### config.mk
export PLATFORM = sky130hd
export DESIGN_NAME = uart_fifo
export DESIGN_NICKNAME = d
export VERILOG_FILES = /design/src/rtl/uart_fifo.sv
export SDC_FILE = /design/constraint.sdc
export NUM_CORES = 1
export LEC_CHECK = 0
export CAP_MARGIN = 30
export CORE_UTILIZATION = 50
export DETAILED_ROUTE_END_ITERATION = 7
export DONT_BUFFER_PORTS = 1
export SKIP_CTS_REPAIR_TIMING = 1
export SYNTH_ARGS = -nofsm -noshare
export SYNTH_HDL_FRONTEND = slang
export SYNTH_SLANG_ARGS = --single-unit
### constraint.sdc
create_clock -name clk -period 2.75 [get_ports clk]
set_input_delay 0 -clock clk [delete_from_list [all_inputs] [get_ports clk]]
set_output_delay 0 -clock clk [all_outputs]
set_load 0.05 [all_outputs]
### src/rtl/uart_fifo.sv
// uart_fifo: synchronous first-word-fall-through byte FIFO used on both the
// rx and tx sides of the UART. Status flags and the occupancy count are
// registered. The sticky ovf/udf flags record a dropped write or a read
// made while empty; only reset clears them.
//
// Handshake: the FIFO accepts a write on a rising clk edge where wr=1 and
// either full=0, or full=1 with rd=1 (the write then lands in the slot that
// is being freed). It performs a read on a rising clk edge where rd=1 and
// empty=0. r_data shows the head entry combinationally, and it is valid only
// while empty=0. A rejected request changes no data state. It only sets the
// matching sticky flag. A read and write together on an empty FIFO
// performs only the write and is not an underflow.
module uart_fifo #(
  parameter int B = 8,
  parameter int W = 4
) (
  input  logic         clk,
  input  logic         reset,
  input  logic         rd,
  input  logic         wr,
  input  logic [B-1:0] w_data,
  output logic [B-1:0] r_data,
  output logic         empty,
  output logic         full,
  output logic [W:0]   level,
  output logic         ovf,
  output logic         udf
);

  localparam logic [W:0] DEPTH = (W+1)'(2**W);

  logic [B-1:0] mem [0:2**W-1];
  logic [W-1:0] wr_ptr;
  logic [W-1:0] rd_ptr;

  logic         do_wr;
  logic         do_rd;
  logic [W:0]   level_next;

  // Accept or reject each request, and work out the occupancy after this edge
  always_comb begin
    do_wr      = wr & (~full | rd);
    do_rd      = rd & ~empty;
    level_next = level;
    case ({do_wr, do_rd})
      2'b10:   level_next = level + 1'b1;
      2'b01:   level_next = level - 1'b1;
      default: level_next = level;
    endcase
  end

  // Storage array, written only on an accepted write and never reset
  always_ff @(posedge clk) begin
    if (!reset && do_wr)
      mem[wr_ptr] <= w_data;
  end

  // Pointers, registered flags, occupancy and sticky error bits
  always_ff @(posedge clk) begin
    if (reset) begin
      wr_ptr <= '0;
      rd_ptr <= '0;
      level  <= '0;
      empty  <= 1'b1;
      full   <= 1'b0;
      ovf    <= 1'b0;
      udf    <= 1'b0;
    end else begin
      if (do_wr) wr_ptr <= wr_ptr + 1'b1;
      if (do_rd) rd_ptr <= rd_ptr + 1'b1;
      level <= level_next;
      empty <= (level_next == '0);
      full  <= (level_next == DEPTH);
      if (wr && full && !rd) ovf <= 1'b1;
      if (rd && empty && !wr) udf <= 1'b1;
    end
  end

  // First-word-fall-through head-of-queue output
  assign r_data = mem[rd_ptr];

endmodule
Yosys cells after proc, flatten, opt, wreduce, memory -nomap -nowiden
Memories as Yosys holds them, arrays and structs flattened. A register that Yosys moved wholly into a read port is not among the register bits.
Cells that the tools add are included.

word-level totals
  output and inout bits = 17
  word-level logic and storage cells = 34
  flip-flop bits (word level) = 17
  input port bits = 12
  memories = 1
  memory bits (writable) = 128

memory list
  name  depth  bits a word  read ports  clocked after memory_dff  wr ports  line  text
  mem   16     8            1           1                         1         32    logic [B-1:0] mem [0:2**W-1];

cells by class
  muxes and demuxes = 5
  reduce and logical (&&, ||, !) cells = 9
  add/subtract/negate cells = 4
  equal/unequal tests = 3
  bitwise operators = 5

operators by type and width
  operator             count
  $pmux 5 s2           1
  $add 4x1->4 const B  2
  $mux 4               2
  $add 5x1->5 const B  1
  $eq 5x5->1 const B   1
  $logic_and 1x1->1    5
  $logic_not 5->1      1
  $sub 5x1->5 const B  1
  $logic_not 1->1      3
  $and 1x1->1          2
  $eq 2x1->1 const B   1
  $eq 2x2->1 const B   1
  $mux 1               2
  $not 1->1            2
  $or 1x1->1           1

Longest topological paths before layout
Gate-level depths: netlist (run 1).

  word-level depth = 6
  mapped depth = 13
  mapped depth without buffers = 11

Worst setup path before layout (run 1)
OpenSTA, ideal clock, no wires.

  kind = register to register
  start = register full
  end = register full
  setup time = 0.096 ns
  arrival time = 2.651 ns
  setup slack = 0.003 ns
  cell stages (with the launch flop) = 14
  period minus slack after synthesis = 2.747 ns
  cell sequence = dfxtp_1 nand2b_1 and2_1 clkbuf_1 inv_1 ha_1 buf_2 xor2_1 ha_1 a21oi_1 mux2i_1 xor2_1 and2_1 nor4b_1

on the way
  word-level cells in the longest chain between the ends = 6
  elaborated cells between the ends (all ways) = 7

ends and longest elaborated chain
  item                                             line  text
  from (decl)                                      24    output logic full,
  from (signal assigned)                           73    full <= (level_next == DEPTH);
  $not 1->1 (*)                                    42    do_wr = wr & (~full | rd);
  $or 1x1->1 (*)                                   42
  $and 1x1->1 (*)                                  42
  $eq 2x1->1 / $eq 2x2->1 (equally long branches)  45    case ({do_wr, do_rd})
  $pmux 5 s2 (*)                                   45
  $eq 5x5->1 (*)                                   73

Mark *: on every way between the ends. The rest lies on a longest branch, timed or not.
A chain may end at the register's enable or synchronous reset.

Final worst setup path (run 1)
Ends and elaborated chain as after synthesis.

==> results of run 1 <==
[worst paths after layout]
path,endpoint,depth (start not counted),slack [ns],start
max,full,11,0.33,full
min,mem[4][0],2,0.02,reset
max reg2reg,full,11,0.33,full
min reg2reg,rd_ptr[3],2,0.54,rd_ptr[3]
[logic make-up (layout without fill, tap and decap cells)]
| family | Yosys count | after routing | share of synthesized area |
|---|---|---|---|
| xor gates and xnor gates | 11 | 11 | 0.01601 |
| muxes | 43 | 43 | 0.1697 |
| AOI/OAI and AO/OA | 15 | 15 | 0.01705 |
| DFF | 149 | 149 | 0.7087 |
| buffers and inverters | 22 | 73 | 0.02163 |
| and+or+nand+nor | 63 | 63 | 0.05032 |
| adders and majority gates | 8 | 8 | 0.01664 |
[placed cells by master (no fill, tap or decap), types with 3 or more instances in the layout]
| cell | Yosys | layout |
|---|---|---|
| clkbuf_16 | 0 | 17 |
| mux2i_1 | 3 | 3 |
| dlygate4sd3_1 | 0 | 11 |
| edfxtp_1 | 128 | 128 |
| mux4_1 | 24 | 24 |
| clkinv_1 | 0 | 3 |
| o21ai_0 | 3 | 3 |
| nor2b_1 | 4 | 4 |
| clkinv_2 | 0 | 3 |
| nor2_1 | 37 | 37 |
| inv_1 | 4 | 4 |
| nand2_1 | 6 | 6 |
| clkbuf_1 | 7 | 8 |
| buf_4 | 0 | 24 |
| dfxtp_1 | 21 | 20 |
| mux4_2 | 16 | 16 |
| ha_1 | 8 | 8 |
| xor2_1 | 9 | 9 |
[layout make-up]
cell class,instances,share of cell area
tap,143,0.02590
inverter,5,0.002717
clock buffer,25,0.06593
timing repair buffer,36,0.04492
multi-input combinational,140,0.2349
sequential,149,0.6175
clock inverter,7,0.008151
[sequential cells by signal (all words and copies together), names as in the netlist, named ones only]
signal,flops
level,5
wr_ptr,4
rd_ptr,4
full,1
udf,1
mem,128
empty,1
ovf,1
[per-stage QoR]
step	util	hold WS [ns]	total power, uW
2_1_floorplan	-	0.09887	3304
3_3_place_gp	0.5435	0.07001	3421
3_5_place_dp	0.5435	0.07057	3433
4_1_cts	0.5878	-0.3744	5457
5_1_grt	0.5973	0.003526	5657
6_report	0.5973	0.02300	5452
[cell usage after synthesis (2+ instances only)]
library cell | n | area, um^2
a21oi_1 | 2 | 10.01
and2_1 | 2 | 12.51
buf_1 | 5 | 18.77
buf_8 | 2 | 30.03
clkbuf_1 | 7 | 26.28
dfxtp_1 | 21 | 420.4
edfxtp_1 | 128 | 3844
ha_1 | 8 | 100.1
inv_1 | 4 | 15.01
mux2i_1 | 3 | 30.03
mux4_1 | 24 | 630.6
mux4_2 | 16 | 360.4
nand2_1 | 6 | 22.52
nand3b_1 | 2 | 15.01
nand4_1 | 2 | 12.51
nor2_1 | 37 | 138.9
nor2b_1 | 4 | 25.02
nor4b_1 | 2 | 17.52
o211ai_1 | 2 | 15.01
o21ai_0 | 3 | 15.01
or3_1 | 2 | 12.51
xnor2_1 | 2 | 17.52
xor2_1 | 9 | 78.83
[routing by layer]
layer | share of wire | vias to the layer above | track usage
li1 | - | 1331 | -
met1 | 0.43 | 1479 | 0.2633
met2 | 0.49 | 86 | 0.3263
met3 | 0.058 | 20 | 0.05825
met4 | 0.023 | 0 | 0.09189
met5 | 0 | - | 0
[power breakdown]
| part | switching (uW) | total, uW | leakage (uW) | internal [uW] |
|---|---|---|---|---|
| clock | 803 | 2030 | 0.000250 | 1230 |
| sequential | 63.9 | 2580 | 0.00132 | 2510 |
| combinational | 497 | 845 | 0.000740 | 348 |
==> impl_metrics.py, run 1 <==
metrics = {
    "sta": {
        "final.setup.tns_ns": 0,
        "hold_violations": 0,
        "timing.slew.headroom": 0.5157,
        "timing.fmax_ghz": 0.4130,
        "rsz_0062_raised_after_global_routing": "false",
        "max_slew.worst_pin.slew_ns": 0.7255,
        "post-route-period-util": 0.8805,
        "layout_min_cycle_time_ns": 2.421,
        "report.final.setup_viol": 0,
        "worst_clock_skew_ns": 0.006037,
        "final-max-slew-violation-count": 0,
        "post-route-worst-setup-slack_ns": 0.3287,
    },
    "cts": {
        "cts_root_buffer": "clkbuf_16",
        "insertion_delay_ns": 0.42,
        "cts-root-to-sink-buffers": 2,
        "clock_tree.htree_level_count": 4,
        "tritoncts_clock_tree": "built",
        "numClockSinks": 149,
        "cts-buffers-inserted": 17,
        "clk_pin_slew_ns": 0.06,
    },
    "synth": {
        "syn-cell-area_um2": 6017,
        "synth-warning-count": 0,
        "synth.yosys.seq_area_share": 0.7087,
        "async_flop_share": 0,
        "synthCells": 311,
        "synth.ff_latch_count": 149,
        "synth_ff_type": "edfxtp_1",
        "ys_types": 41,
        "syn_nets": 331,
        "mean_cell_area_of_the_mapped_netlist_um2": 19.35,
        "synth-edff-count": 128,
    },
    "setup_path": {
        "slowest_delay_ns": 0.33,
        "critical_path_s_slowest_cell": "dfxtp_1",
        "worst-path-buf-inv": 1,
        "critical_path_endpoint_category": "flop",
        "critPathTopFamily": "simple AND/OR/NAND/NOR gates",
        "worst_ep_required_time_ns": 3.06,
        "crit_start_category": "flop",
        "worstPathMaxFanout": 9,
        "cp.arrival_ns": 2.73,
        "path_cells": "nand2b_1, and2_1, inv_1, ha_1, xor2_1, ha_1, nor2_1, o31a_1, o211ai_1, xor2_1, nor4b_1",
        "setup.worst_path.class": "flop to flop",
    },
    "die": {
        "die_height_um": 111.7,
        "io_pins": 29,
        "die_w_um": 111.7,
        "row_count": 39,
        "initial_utilization": 0.5203,
        "core_area_um2": 11560,
        "fp.dieArea_um2": 12480,
    },
    "run_status": {
        "violations": "design-rule violations",
        "status": "finished with violations",
    },
    "global_routing": {
        "gr-total-overflow": 0,
        "grt_pass1_wl_um": 17620,
        "first_global_vias": 3026,
        "grt.total_usage": 0.2047,
        "grt_start_max_net_pins": 33,
        "grt_antenna_before_repair": 0,
    },
    "min_path": {
        "worstHoldPathType": "primary input to flop",
    },
    "power_and_ir_drop": {
        "leakagePower_uw": 0.002314,
        "ir_worst_vdd_v": 0.0004525,
        "pwr_density_cell_nw_per_um2": 789.2,
    },
    "placement": {
        "gp_routability_congestion": 0.7888,
        "post-place-cells": 462,
        "pre_cts_ws_ns": 0.3286,
        "portBuffers": 0,
        "placedInstanceArea_um2": 6286,
        "dpl.hpwl_um": 7033,
    },
    "route": {
        "drtIter0Drc": 257,
        "drc": 2,
        "routed-via-count": 2916,
        "detail-route-antenna-nets": 0,
        "routed_len_inst_um": 22.78,
        "drt_first_pass_iters": 6,
        "drt-vias-per-instance": 5.774,
        "postRouteWirelength_um": 11500,
    },
    "finish": {
        "area.sequential_um2": 4265,
        "n_fill_cell": 844,
        "multi_input_comb_area_um2": 1623,
        "layout.cell_area.non_filler_um2": 6908,
        "layout.nets": 369,
        "area.growth.synth_to_final_pct": 14.81,
        "antenna_cells": 0,
        "final_cell_count_no_fill": 505,
        "post_route_cells_drive_above_1_share": 0.1823,
    },
    "flow_run": {
        "maxCapViolations": 0,
    },
}
No activity file was read; power rests on OpenSTA's default activity.
==> run 2, diff against run 1 <==
==> constraint.sdc (replaced) <==
create_clock -name clk -period 2.72 [get_ports clk]
set_input_delay 0 -clock clk [delete_from_list [all_inputs] [get_ports clk]]
set_output_delay 0 -clock clk [all_outputs]
set_load 0.05 [all_outputs]
==> run 2 against run 1 <==
Net effect: the run ends with design-rule violations, negative hold slack left; power rose by 10%; critical path type is now flop to output pin; via count fell by 1.5%; wire length fell by 4.0%; sequential share of layout area fell by 1.3 points; setup slack improved by 0.051 ns; critical path depth fell by 8; global-route usage fell by 1.3 points; highest routed layer unchanged; non-clock buffer count rose by 2.
==> impl_metrics.py, run 2 (synthesis gave the netlist of run 1 again) <==
metrics = {
    "cts": {
        "cts-buffers-inserted": 17,
        "cts_root_buffer": "clkbuf_16",
        "clk_pin_slew_ns": 0.06,
        "insertion_delay_ns": 0.41,
        "cts-root-to-sink-buffers": 2,
        "numClockSinks": 149,
        "tritoncts_clock_tree": "built",
        "clock_tree.htree_level_count": 4,
    },
    "setup_path": {
        "crit-reg2reg-launch": "full",
        "crit_start_category": "flop",
        "capture_point_of_the_worst_reg_to_reg_path": "full",
        "cp.arrival_ns": 2.34,
        "worst_ep_required_time_ns": 2.72,
        "setup.worst_path.class": "flop to output pin",
        "timing.reg2reg.setup_slack_ns": 0.48,
        "worstPathMaxFanout": 32,
        "timing.reg2reg.worst_path_depth": 11,
        "critical_path_endpoint_category": "output pin",
    },
    "sta": {
        "final.setup.tns_ns": 0,
        "report.final.setup_viol": 0,
        "post-route-period-util": 0.8602,
        "timing.fmax_ghz": 0.4274,
        "layout_min_cycle_time_ns": 2.340,
        "final-max-slew-violation-count": 0,
        "post-route-worst-setup-slack_ns": 0.3802,
        "timing.slew.headroom": 0.5160,
        "timing.hold.ws_ns": -0.01026,
        "worst_clock_skew_ns": 0.006879,
        "rsz_0062_raised_after_global_routing": "false",
        "max_slew.worst_pin.slew_ns": 0.7250,
        "hold_violations": 2,
    },
    "finish": {
        "layout.nets": 371,
        "final_core_utilization": 0.6101,
        "reg_top3": "mem: 128 flops, level: 5 flops",
        "final_cell_mix": "128 x edfxtp_1, 37 x nor2_1, 25 x buf_4, 24 x mux4_1, 20 x dfxtp_1",
        "layout.cells.most_common": "edfxtp_1",
        "antenna_cells": 0,
        "post_route_cells_drive_above_1_share": 0.1983,
        "registers.top_by_ff_count": "mem",
        "n_fill_cell": 829,
        "area.growth.synth_to_final_pct": 17.26,
        "largest_reg_flops": 128,
    },
    "die": {
        "fp.dieArea_um2": 12480,
        "io_pins": 29,
        "die_height_um": 111.7,
        "initial_utilization": 0.5203,
        "core_area_um2": 11560,
        "row_count": 39,
        "die_w_um": 111.7,
    },
    "route": {
        "detail-route-antenna-nets": 0,
        "drt-vias-per-instance": 5.678,
        "routed-via-count": 2873,
        "drtIter0Drc": 272,
        "drt_first_pass_iters": 7,
        "drc": 3,
        "postRouteWirelength_um": 11040,
        "routed_len_inst_um": 21.82,
    },
    "power_and_ir_drop": {
        "pwr_density_cell_nw_per_um2": 851.8,
        "ir_worst_vdd_v": 0.0004696,
        "leakagePower_uw": 0.002385,
    },
    "min_path": {
        "hold_path.startpoint": "reset",
        "holdPathStages": 3,
        "sink_of_the_worst_hold_path": "mem[9][7]",
        "worstHoldPathType": "primary input to flop",
    },
    "run_status": {
        "violations": "design-rule violations, negative hold slack",
        "status": "finished with violations",
    },
    "global_routing": {
        "gr-total-overflow": 0,
        "grt_start_max_net_pins": 33,
        "first_global_vias": 2885,
        "grt_antenna_before_repair": 0,
        "grt.total_usage": 0.1916,
        "grt_pass1_wl_um": 16730,
    },
    "placement": {
        "portBuffers": 0,
        "gp_routability_congestion": 0.7433,
        "pre_cts_ws_ns": 0.4779,
        "dpl.hpwl_um": 6858,
    },
    "flow_run": {
        "maxCapViolations": 0,
    },
}
[run 2: cell count changes in the layout (fill, tap and decap cells not counted), sizes merged]
cell / previous run / this run
clkbuf: 25 / 19
clkinv: 6 / 5
dlygate4sd3: 11 / 12
clkinvlp: 0 / 1
bufinv: 1 / 6
buf: 25 / 26
[run 2: where the power goes]
group          internal, uW  switching, uW  total (uW)
clock                  1700            847        2550
combinational           356            510         866
sequential             2540           57.4        2600
[run 2: area by class of cell]
| type | instances | area [um^2] | area share |
|---|---|---|---|
| Sequential cell | 149 | 4265 | 0.6045 |
| Clock inverter | 12 | 209.0 | 0.02962 |
| Tap cell | 143 | 178.9 | 0.02536 |
| Clock buffer | 19 | 432.9 | 0.06136 |
| Multi-Input combinational cell | 140 | 1623 | 0.2300 |
| Inverter | 5 | 18.77 | 0.002660 |
| Timing Repair Buffer | 38 | 327.8 | 0.04646 |
[run 2: per-stage QoR]
step                total power [uW]  hold slack, ns  cells  area, um^2
finish                          6010        -0.01026    506        7056
global route                    6209         0.02328    506        7056
CTS                             6005         -0.3720    494        6935
detailed placement              3477         0.07070    463        6294
global placement                3467         0.06983    463        6294
floorplan                       3341         0.09887    311        6018
[run 2: worst max-delay path by stage]
| stage | startpoint | to | slack (ns) | depth (start not counted) |
|---|---|---|---|---|
| 3_3_place_gp | full | full | 0.51 | 11 |
| 4_1_cts | flop | r_data[3] | 0.37 | 3 |
| 3_5_place_dp | full | full | 0.48 | 11 |
| 6_report | flop | r_data[3] | 0.38 | 3 |
| 5_1_grt | full | full | 0.29 | 11 |
| 2_1_floorplan | full | empty | 0.05 | 13 |
[run 2: routing by layer]
metal	track usage	wire length, um	up-vias
met5	0	0	-
met4	0.08468	286	0
met3	0.05280	491	22
met2	0.3056	5425	71
met1	0.2476	4839	1442
li1	-	-	1338
[run 2: critical path, stage by stage (launching register included)]
cell	delay [ns]
dfxtp_2	0.34
buf_12	0.24
mux4_1	0.66
mux4_2	0.65
==> run 3, diff against run 2 <==
--- a/config.mk
+++ b/config.mk
@@ -9,6 +9,7 @@
 export CORE_UTILIZATION = 50
 export DETAILED_ROUTE_END_ITERATION = 7
 export DONT_BUFFER_PORTS = 1
+export REMOVE_ABC_BUFFERS = 1
 export SKIP_CTS_REPAIR_TIMING = 1
 export SYNTH_ARGS = -nofsm -noshare
 export SYNTH_HDL_FRONTEND = slang
==> run 3 against run 2 <==
Net effect: the flow now finishes without violations; combinational power is essentially flat; clock power shrank 15%; die area is the same; sequential power is essentially flat; register-to-register slack is essentially flat; critical path depth is the same; via count grew 1.3%; design area shrank 1.3%; clock skew shrank 0.0018 ns; global-route usage grew 0.95 points; first-iteration DRC count shrank 43%; critical endpoint unchanged; largest power group unchanged.
==> impl_metrics.py, run 3 (synthesis gave the netlist of run 1 again) <==
metrics = {
    "finish": {
        "final_cell_mix": "128 x edfxtp_1, 37 x nor2_1, 26 x buf_4, 24 x mux4_1, 20 x dfxtp_1",
        "area.growth.synth_to_final_pct": 15.74,
        "post_route_cells_drive_above_1_share": 0.2005,
        "largest_reg_flops": 128,
        "registers.top_by_ff_count": "mem",
        "antenna_cells": 0,
        "layout.cells.most_common": "edfxtp_1",
        "layout.nets": 371,
        "reg_top3": "mem: 128 flops, level: 5 flops",
    },
    "min_path": {
        "holdPathStages": 4,
        "worstHoldPathType": "primary input to flop",
        "hold_path.startpoint": "wr",
        "sink_of_the_worst_hold_path": "wr_ptr[0]",
    },
    "setup_path": {
        "crit-reg2reg-launch": "full",
        "critical_path_endpoint_category": "output pin",
        "crit_start_category": "flop",
        "timing.reg2reg.setup_slack_ns": 0.48,
        "worstPathMaxFanout": 16,
        "capture_point_of_the_worst_reg_to_reg_path": "full",
        "timing.reg2reg.worst_path_depth": 11,
        "worst_ep_required_time_ns": 2.72,
        "cp.arrival_ns": 2.35,
        "setup.worst_path.class": "flop to output pin",
    },
    "global_routing": {
        "grt_antenna_before_repair": 0,
        "first_global_vias": 3018,
        "gr-usage-met1": 0.2749,
        "grtUsageMet3": 0.04954,
        "layer_carrying_the_most_global_route_usage": "met2",
        "grt_pass1_wl_um": 17350,
        "globalRouteMet2Util": 0.3010,
        "grt_start_max_net_pins": 33,
        "grt.total_usage": 0.2011,
        "gr-total-overflow": 0,
    },
    "power_and_ir_drop": {
        "pwr_density_cell_nw_per_um2": 808.4,
        "ir_worst_vdd_v": 0.0003924,
        "leakagePower_uw": 0.002350,
    },
    "sta": {
        "max_slew.worst_pin.slew_ns": 0.7064,
        "layout_min_cycle_time_ns": 2.355,
        "timing.fmax_ghz": 0.4247,
        "final-max-slew-violation-count": 0,
        "final.setup.tns_ns": 0,
        "hold_violations": 0,
        "timing.slew.headroom": 0.5284,
        "post-route-period-util": 0.8657,
        "report.final.setup_viol": 0,
        "worst_clock_skew_ns": 0.005106,
        "timing.hold.ws_ns": 0.03286,
        "rsz_0062_raised_after_global_routing": "false",
    },
    "route": {
        "routed-via-count": 2911,
        "postRouteWirelength_um": 11440,
        "drt-vias-per-instance": 5.742,
        "drc": 0,
        "detail-route-antenna-nets": 0,
        "drt_first_pass_iters": 5,
        "routed_len_inst_um": 22.56,
        "drtIter0Drc": 154,
    },
    "die": {
        "die_w_um": 111.7,
        "io_pins": 29,
        "fp.dieArea_um2": 12480,
        "row_count": 39,
        "core_area_um2": 11560,
        "die_height_um": 111.7,
        "initial_utilization": 0.5203,
    },
    "cts": {
        "cts-buffers-inserted": 17,
        "cts_root_buffer": "clkbuf_16",
        "numClockSinks": 149,
        "cts-root-to-sink-buffers": 2,
        "tritoncts_clock_tree": "built",
        "insertion_delay_ns": 0.42,
        "clock_tree.htree_level_count": 4,
        "clk_pin_slew_ns": 0.05,
    },
    "run_status": {
        "status": "finished clean",
    },
    "placement": {
        "gp_routability_congestion": 0.7599,
        "portBuffers": 0,
        "dpl.hpwl_um": 6917,
    },
    "flow_run": {
        "maxCapViolations": 0,
    },
}
[run 3: cell types whose count changed in the layout (fill, tap and decap cells not counted), sizes merged]
cell	previous run	this run
clkinvlp	1	0
buf	26	27
bufinv	6	1
clkbuf	19	27
dlygate4sd3	12	11
clkinv	5	4
[run 3: stage by stage]
| stage | power, uW | instance area, um^2 | std cells | setup WS [ns] | utilization |
|---|---|---|---|---|---|
| 2_1_floorplan | 3276 | 5906 | 294 | 0.07158 | - |
| 3_3_place_gp | 3468 | 6301 | 464 | 0.5316 | 0.5448 |
| 3_5_place_dp | 3476 | 6301 | 464 | 0.4797 | 0.5448 |
| 4_1_cts | 5634 | 6854 | 496 | 0.3391 | 0.5927 |
| 5_1_grt | 5825 | 6964 | 507 | 0.2678 | 0.6022 |
| 6_report | 5630 | 6964 | 507 | 0.3652 | 0.6022 |
[run 3: worst max-delay path by stage]
stage / end / slack (ns) / cells after the start
floorplan: full / 0.07 / 11
global route: full / 0.27 / 11
global placement: full / 0.53 / 11
CTS: r_data[3] / 0.34 / 3
detailed placement: full / 0.48 / 11
finish: r_data[3] / 0.37 / 3
[run 3: final cells by class]
type                    count  area, um^2
clock buffers              27       503.0
clock inverters             5       50.05
fillers                   840        4601
inverters                   5       18.77
multi-input cells         140        1623
flip-flops and latches    149        4265
well taps                 143       178.9
repair buffers             38       325.3
[run 3: worst max-delay path, cell delays in order, from the launching register on]
cell and delay (ns):
dfxtp_2 0.35, buf_4 0.30, mux4_1 0.63, mux4_2 0.64
[run 3: metal layers]
metal | part of all wire | vias up
met3 | 0.067 | 20
met2 | 0.47 | 78
met4 | 0.027 | 0
met1 | 0.44 | 1478
met5 | 0 | -
li1 | - | 1335
[run 3: power breakdown]
part / total, uW / internal [uW] / switching, uW
registers: 2600 / 2540 / 58.0
clock network: 2170 / 1350 / 820
logic: 863 / 358 / 505
total: 5630 / 4250 / 1380
